<file path="src/rtl/pixel_readout_buffer.sv">
// Buffers 16-bit pixel-pair words in a small FWFT FIFO and serializes them
// into an 8-bit valid/ready pixel stream with frame first/last markers.
module pixel_readout_buffer #(
    parameter int DEPTH       = 8,
    parameter int FRAME_WORDS = 2
) (
    input  logic                     clk,
    input  logic                     reset,
    input  logic [15:0]              inWord,
    input  logic                     inValid,
    input  logic                     frameStart,
    output logic [7:0]               outPixel,
    output logic                     outValid,
    input  logic                     outReady,
    output logic                     outFirst,
    output logic                     outLast,
    output logic                     overflow,
    input  logic                     clrOverflow,
    output logic [15:0]              frameCount,
    output logic [$clog2(DEPTH):0]   level
);

    localparam int AW = $clog2(DEPTH);
    localparam int IW = (FRAME_WORDS > 1) ? $clog2(FRAME_WORDS) : 1;

    logic [17:0]   r_mem [DEPTH];
    logic [AW-1:0] r_wr_ptr;
    logic [AW-1:0] r_rd_ptr;
    logic [AW:0]   r_level;
    logic          r_phase;
    logic [IW-1:0] r_word_idx;
    logic          r_overflow;
    logic [15:0]   r_frame_count;

    logic          w_full;
    logic          w_push;
    logic          w_valid;
    logic          w_hs;
    logic          w_pop;
    logic [17:0]   w_head;
    logic [IW-1:0] w_cur_idx;
    logic [IW-1:0] w_next_idx;
    logic          w_first_tag;
    logic          w_last_tag;
    logic          w_out_first;
    logic          w_out_last;

    // Full is judged on the registered level, so a same-cycle pop never frees a slot.
    assign w_full      = (r_level == (AW+1)'(DEPTH));
    assign w_push      = inValid && !w_full;
    assign w_valid     = (r_level != '0);
    assign w_hs        = w_valid && outReady;
    assign w_pop       = w_hs && r_phase;
    assign w_head      = r_mem[r_rd_ptr];

    assign w_cur_idx   = frameStart ? '0 : r_word_idx;
    assign w_first_tag = (w_cur_idx == '0);
    assign w_last_tag  = (w_cur_idx == IW'(FRAME_WORDS - 1));
    assign w_next_idx  = w_last_tag ? '0 : w_cur_idx + 1'b1;

    assign w_out_first = w_valid && w_head[17] && !r_phase;
    assign w_out_last  = w_valid && w_head[16] && r_phase;

    assign outValid    = w_valid;
    assign outPixel    = w_valid ? (r_phase ? w_head[7:0] : w_head[15:8]) : 8'h00;
    assign outFirst    = w_out_first;
    assign outLast     = w_out_last;
    assign overflow    = r_overflow;
    assign frameCount  = r_frame_count;
    assign level       = r_level;

    always_ff @(posedge clk) begin
        if (w_push) begin
            r_mem[r_wr_ptr] <= {w_first_tag, w_last_tag, inWord};
        end
    end

    always_ff @(posedge clk or posedge reset) begin
        if (reset) begin
            r_wr_ptr      <= '0;
            r_rd_ptr      <= '0;
            r_level       <= '0;
            r_phase       <= 1'b0;
            r_word_idx    <= '0;
            r_overflow    <= 1'b0;
            r_frame_count <= 16'h0000;
        end else begin
            // Dropped words still advance the index so frame tags stay aligned.
            if (inValid) begin
                r_word_idx <= w_next_idx;
            end else if (frameStart) begin
                r_word_idx <= '0;
            end

            if (w_push) begin
                r_wr_ptr <= r_wr_ptr + 1'b1;
            end
            if (w_pop) begin
                r_rd_ptr <= r_rd_ptr + 1'b1;
            end

            case ({w_push, w_pop})
                2'b10:   r_level <= r_level + 1'b1;
                2'b01:   r_level <= r_level - 1'b1;
                default: r_level <= r_level;
            endcase

            if (w_hs) begin
                r_phase <= ~r_phase;
            end

            if (inValid && w_full) begin
                r_overflow <= 1'b1;
            end else if (clrOverflow) begin
                r_overflow <= 1'b0;
            end

            if (w_hs && w_out_last) begin
                r_frame_count <= r_frame_count + 16'd1;
            end
        end
    end

endmodule

</file>
<file path="config.mk">
export PLATFORM = sky130hd
export DESIGN_NAME = pixel_readout_buffer
export DESIGN_NICKNAME = d
export VERILOG_FILES = /design/src/rtl/pixel_readout_buffer.sv
export SDC_FILE = /design/constraint.sdc
export NUM_CORES = 1
export LEC_CHECK = 0
export BUFFER_PORTS_ARGS = -buffer_cell sky130_fd_sc_hd__buf_4
export CAP_MARGIN = 40
export CORE_MARGIN = 2
export CORE_UTILIZATION = 54
export CTS_CLUSTER_DIAMETER = 120
export DETAILED_ROUTE_END_ITERATION = 12
export MAX_ROUTING_LAYER = met4
export PLACE_DENSITY = 0.76
export SLEW_MARGIN = 20
export SYNTH_ARGS = -nofsm -noshare
export SYNTH_HDL_FRONTEND = slang
export SYNTH_SLANG_ARGS = --single-unit
</file>
<file path="constraint.sdc">
create_clock -name clk -period 3 [get_ports clk]
set_input_delay 0.15 -clock clk [delete_from_list [all_inputs] [get_ports clk]]
set_output_delay 0.15 -clock clk [all_outputs]
set_load 0.02 [all_outputs]
</file>
### Yosys cells after proc, flatten, opt, wreduce, memory -nomap -nowiden

Memories as Yosys holds them, arrays and structs flattened.
Index checks and enable logic that the tools add are counted.

| storage, ports and cells | value |
|---|---|
| register bits | 29 |
| latch bits | 0 |
| bits in writable memories | 144 |
| bits in read-only memories | 0 |
| input port bits | 22 |
| output and inout bits | 32 |
| logic and storage cells | 43 |
| memories kept | 1 |

Memories:

| memory | words | bits a word | rd ports | clocked after Yosys merged registers in | wr ports | line | RTL |
|---|---|---|---|---|---|---|---|
| r_mem | 8 | 18 | 1 | 0 | 1 | 26 | `logic [17:0] r_mem [DEPTH];` |

| operators by class | value |
|---|---|
| add/sub/neg operators | 6 |
| multipliers | 0 |
| divide/modulo/power cells | 0 |
| $lt $le $gt $ge | 0 |
| equal/unequal tests | 3 |
| shifts and indexed selects | 0 |
| multiplexer cells | 10 |
| bitwise logic cells | 2 |
| reduce and logical (&&, ||, !) cells | 14 |

Operators with widths:

| operator | number |
|---|---|
| adder 16 x 1 -> 16 bit, second input constant | 1 |
| 2-to-1 mux 8 bit | 2 |
| logical AND 1 bit | 9 |
| case mux 4 bit (2 select lines) | 1 |
| 2-to-1 mux 1 bit | 7 |
| adder 3 x 1 -> 3 bit, second input constant | 2 |
| adder 4 x 1 -> 4 bit, second input constant | 1 |
| equality test 4 bit, second input constant | 1 |
| nonzero test 2 bit | 2 |
| nonzero test 4 bit | 1 |
| subtractor 4 x 1 -> 4 bit, second input constant | 1 |
| equality test 2 x 1 -> 1 bit, second input constant | 1 |
| equality test 2 bit, second input constant | 1 |
| logical NOT 1 bit | 2 |
| inverter 1 bit | 2 |
| adder 1 bit, second input constant | 1 |

### Logic depth before layout (Yosys ltp)

| logic depth | value |
|---|---|
| word-level depth | 5 |
| mapped depth | 11 |

### Least setup slack after synthesis

No wires, ideal clock.

| timing path | value |
|---|---|
| path type | register -> register |
| from | register r_level[1] (netlist: level[1]) |
| to | memory r_mem[0][0], enable pin |
| setup time | 0.439 ns |
| arrival time | 3.061 ns |
| data required time | 2.561 ns |
| slack | -0.500 ns |
| stages on the path, launching flop included | 6 |
| buffers on the path | 1 |
| period minus slack after synthesis | 3.500 ns |
| cells stage by stage | dfrtp_1 clkbuf_1 nor3_1 a21boi_1 inv_1 nor4_1 |

| between the ends | value |
|---|---|
| longest elaborated chain between the ends | 5 |

RTL lines:

| item | line | RTL |
|---|---|---|
| from (decl) | 29 | `logic [AW:0] r_level;` |
| from (signal assigned) | 103 | `2'b10: r_level <= r_level + 1'b1;` |
| from (signal assigned) | 104 | `2'b01: r_level <= r_level - 1'b1;` |
| from (signal assigned) | 105 | `default: r_level <= r_level;` |
| equality test 4 bit | 49 | `assign w_full = (r_level == (AW+1)'(DEPTH));` |
| logical NOT 1 bit | 50 | `assign w_push = inValid && !w_full;` |
| logical AND 1 bit | 50 |  |
| 2-to-1 mux 1 bit | 73 | `if (w_push) begin` |
| 2-to-1 mux 1 bit (not written as such) | 74 | `r_mem[r_wr_ptr] <= {w_first_tag, w_last_tag, inWord};` |
| to (decl) | 26 |  |

Every way passes these cells.

### Worst setup path after layout

| timing path | value |
|---|---|
| from | register r_rd_ptr[0] |
| to | output outPixel[5] |

| between the ends | value |
|---|---|
| longest elaborated chain between the ends | 3 |

RTL lines:

| item | line | RTL |
|---|---|---|
| from (decl) | 28 | `logic [AW-1:0] r_rd_ptr;` |
| from (signal assigned) | 99 | `r_rd_ptr <= r_rd_ptr + 1'b1;` |
| memory read (8 x 18 bit) | n/a |  |
| 2-to-1 mux 8 bit (2 in series) | 65 | `assign outPixel = w_valid ? (r_phase ? w_head[7:0] : w_head[15:8]) : 8'h00;` |
| to (decl) | 12 | `output logic [7:0] outPixel,` |

Every way passes these cells.

==> reports/metrics.cfg <==
[run_status]
status = finished, final reports clean

[clock_network]
cts_inserted_buffers = 17
cts_max_level = 4
clkLatencyLatePin_ns = 0.43
path_clk_slew_ns = 0.07
clock_sinks = 173
cts_resized = 0
root_buffer = clkbuf_16
cts_setup_buffers = 0
cts_buffer_depth = 2
tritoncts = yes

[hold_path]
hold_class = in -> reg
holdPathStages = 3

[sta]
fin_crit_ns = 2.61
skew_ns = 0.0119
slew_headroom = 0.539
hold_violations = 0
timing.fmax_mhz = 383
final_max_slew_viol_count = 0
period_share = 0.870
rsz0062_at_grt = no
setup_viol = 0
worst_pin_slew_ns = 0.689
setup_tns_ns = 0
layout_setup_ws_ns = 0.391

[job]
maxCapViolations = 0

[synth]
syn_nets = 379
async_flop_share = 0.168
postSynthCellCount = 351
yosys_warnings = 0
synth_area_leaders = edfxtp_1, mux4_2, dfrtp_1
yosys.area.top_type_share = 0.624
synth_flop_cell = edfxtp_1
synth_top_area_cell = edfxtp_1
seq_area_frac_synth = 0.729
yosysUniqueCellTypes = 38
netlist_area_sq_mm = 0.00693
avgSynthCellArea_sq_um = 19.7
synth_edf_count = 144
ys_ff_latch = 173

[critical_path]
required_ns = 2.85
cp.depth = 5
critPathBufInv = 2
path_delay_family = multiplexers
cp_common_cell = buf_4
cp_cell_sequence = buf_4 -> mux4_2 -> mux2i_1 -> o22ai_1 -> buf_4
r2r_cells = 10
worstSetupEndpointType = primary output
cp_slowest_cell = dfrtp_2
startpoint_type = register
path_class = reg -> out
path_max_fanout = 11
slowest_delay_ns = 0.61
critPathArrivalTime_ns = 2.46

[detailed_routing]
drt_first_pass_iters = 4
routed_wl_microns = 13200
wire_per_inst_microns = 20.9
via_count = 3572
ant_nets = 0
drc_errors = 0
drt-initial-drc-count = 242
viasPerCell = 5.67

[floorplan]
coreArea_sq_mm = 0.0126
die-area_sq_mm = 0.0138
ios = 54
rows = 41
die_w_microns = 117
die_h_microns = 117
initial_core_util = 0.551

[cells_and_area]
instances_no_fill = 630
areaGrowthSynthToFinish_pct = 21.1
fin_nets = 473
diodes = 0
num-fill-cells = 843
drive_gt1_frac = 0.332
multi_input_area_sq_mm = 0.00182
seq_area_sq_mm = 0.00505

[power_and_ir_drop]
power_density_mw_per_mm2 = 953
ir_drop_mv = 0.535
p_leak_uw = 0.00300

[grt]
grt_pass1_vias = 3803
grt_pass1_wl_microns = 20500
grt_util_all_layers = 0.219
grt_max_degree = 25
antenna_found_initial = 0
gr-total-overflow = 0

[placed_design]
io_buffer_count = 53
hpwl_microns = 7880
placed_cells = 578
place.gp.congestion = 0.729
post-place-ws_ns = 0.436

==> timing repair <==
| action | CTS | global route |
|---|---|---|
| hold buffers | 20 | 0 |
| setup endpoints to repair | 0 | 0 |
| hold endpoints to repair | 145 | 0 |
==> logic make-up after synthesis <==
family          synth area share
mux                        0.150
compound gates            0.0126
xor+xnor                  0.0329
buf+inv                   0.0128
simple gates              0.0517
fa+ha+maj                 0.0108
flops                      0.729
==> stage by stage <==
step | total power (uW) | utilization | cell area, sq um | hold slack [ns]
after CTS | 8070 | 0.667 | 8390 | 0.273
after detailed placement | 6040 | 0.608 | 7640 | 0.273
after floorplan | 5110 | - | 6930 | 0.228
after global placement | 5950 | 0.607 | 7620 | 0.354
final | 8000 | 0.667 | 8390 | 0.307
after global routing | 8360 | 0.667 | 8390 | 0.315
==> synthesized netlist by cell type, drive strengths merged, types with 5 or more instances <==
library cell and instances:
inv 5, ha 6, o22ai 8, nor3 5, mux2 5, dfrtp 29
edfxtp 144, mux2i 17, nor2 6, xor2 6, nand3 8, xnor2 20
buf 7, mux4 36, nand2 11, clkbuf 6, and3 6, nand4 7
==> worst paths after layout <==
kind                       slack (ns)            from             end
setup / recovery                 0.39     r_rd_ptr[0]     outPixel[5]
hold / removal                   0.31      frameStart      r_word_idx
setup reg to reg                 0.41        level[1]        level[2]
hold reg to reg                  0.49  frameCount[15]  frameCount[15]
max in group asynchronous        2.11           reset  frameCount[11]
min in group asynchronous        0.36           reset     r_rd_ptr[2]
==> sequential cells by signal (all words and copies together) (netlist names) <==
signal      count
r_mem         144
r_phase         1
r_wr_ptr        3
frameCount     16
level           4
r_word_idx      1
overflow        1
r_rd_ptr        3
==> layer usage <==
layer,GRT usage,share of wire,wire (microns),vias to the layer above
met2,0.356,0.53,6980,91
met1,0.267,0.41,5430,1869
met3,0.0469,0.041,541,12
met4,0.0965,0.017,224,0
li1,-,-,-,1600
met5,-,0,0,-
==> cell usage in the layout, fill, tap and decap left out, drive strengths merged <==
cell type,Yosys,final
ha,6,6
nand3,8,8
and3,6,6
mux2,5,5
dfrtp,29,29
inv,5,9
xor2,6,6
nor2,6,6
mux2i,17,17
nor4,3,3
nand4bb,1,1
nand4,7,7
clkbuf,6,20
a21oi,1,1
nand2b,3,3
a211oi,2,2
a21boi,1,1
or2,1,1
o21ai,2,2
nor3,5,5
dlygate4sd3,0,20
xnor2,20,20
nor4b,1,1
nor4bb,1,1
clkinvlp,0,2
and4,3,3
nand2,11,11
mux4,36,36
clkinv,0,6
o22ai,8,8
buf,7,68
edfxtp,144,144
==> where the power goes <==
part / leakage (uW) / internal (uW) / total [uW] / switching, uW
logic: 0.00106 / 1230 / 2650 / 1420
registers: 0.00168 / 3030 / 3350 / 315
clock network: 0.000262 / 1080 / 2000 / 918
==> layout make-up <==
cell class                 instances  share of cell area
multi-input combinational        160               0.217
inverter                           5             0.00224
sequential                       173               0.602
timing repair buffer              88              0.0871
tap                              172              0.0257
clock buffer                      20              0.0521
clock inverter                    12              0.0133
==> tightest hold or removal path: stages <==
cell and delay (ns):
buf_4 0.07, nand2b_1 0.34, xnor2_1 0.12
(Power assumes the default switching activity.)
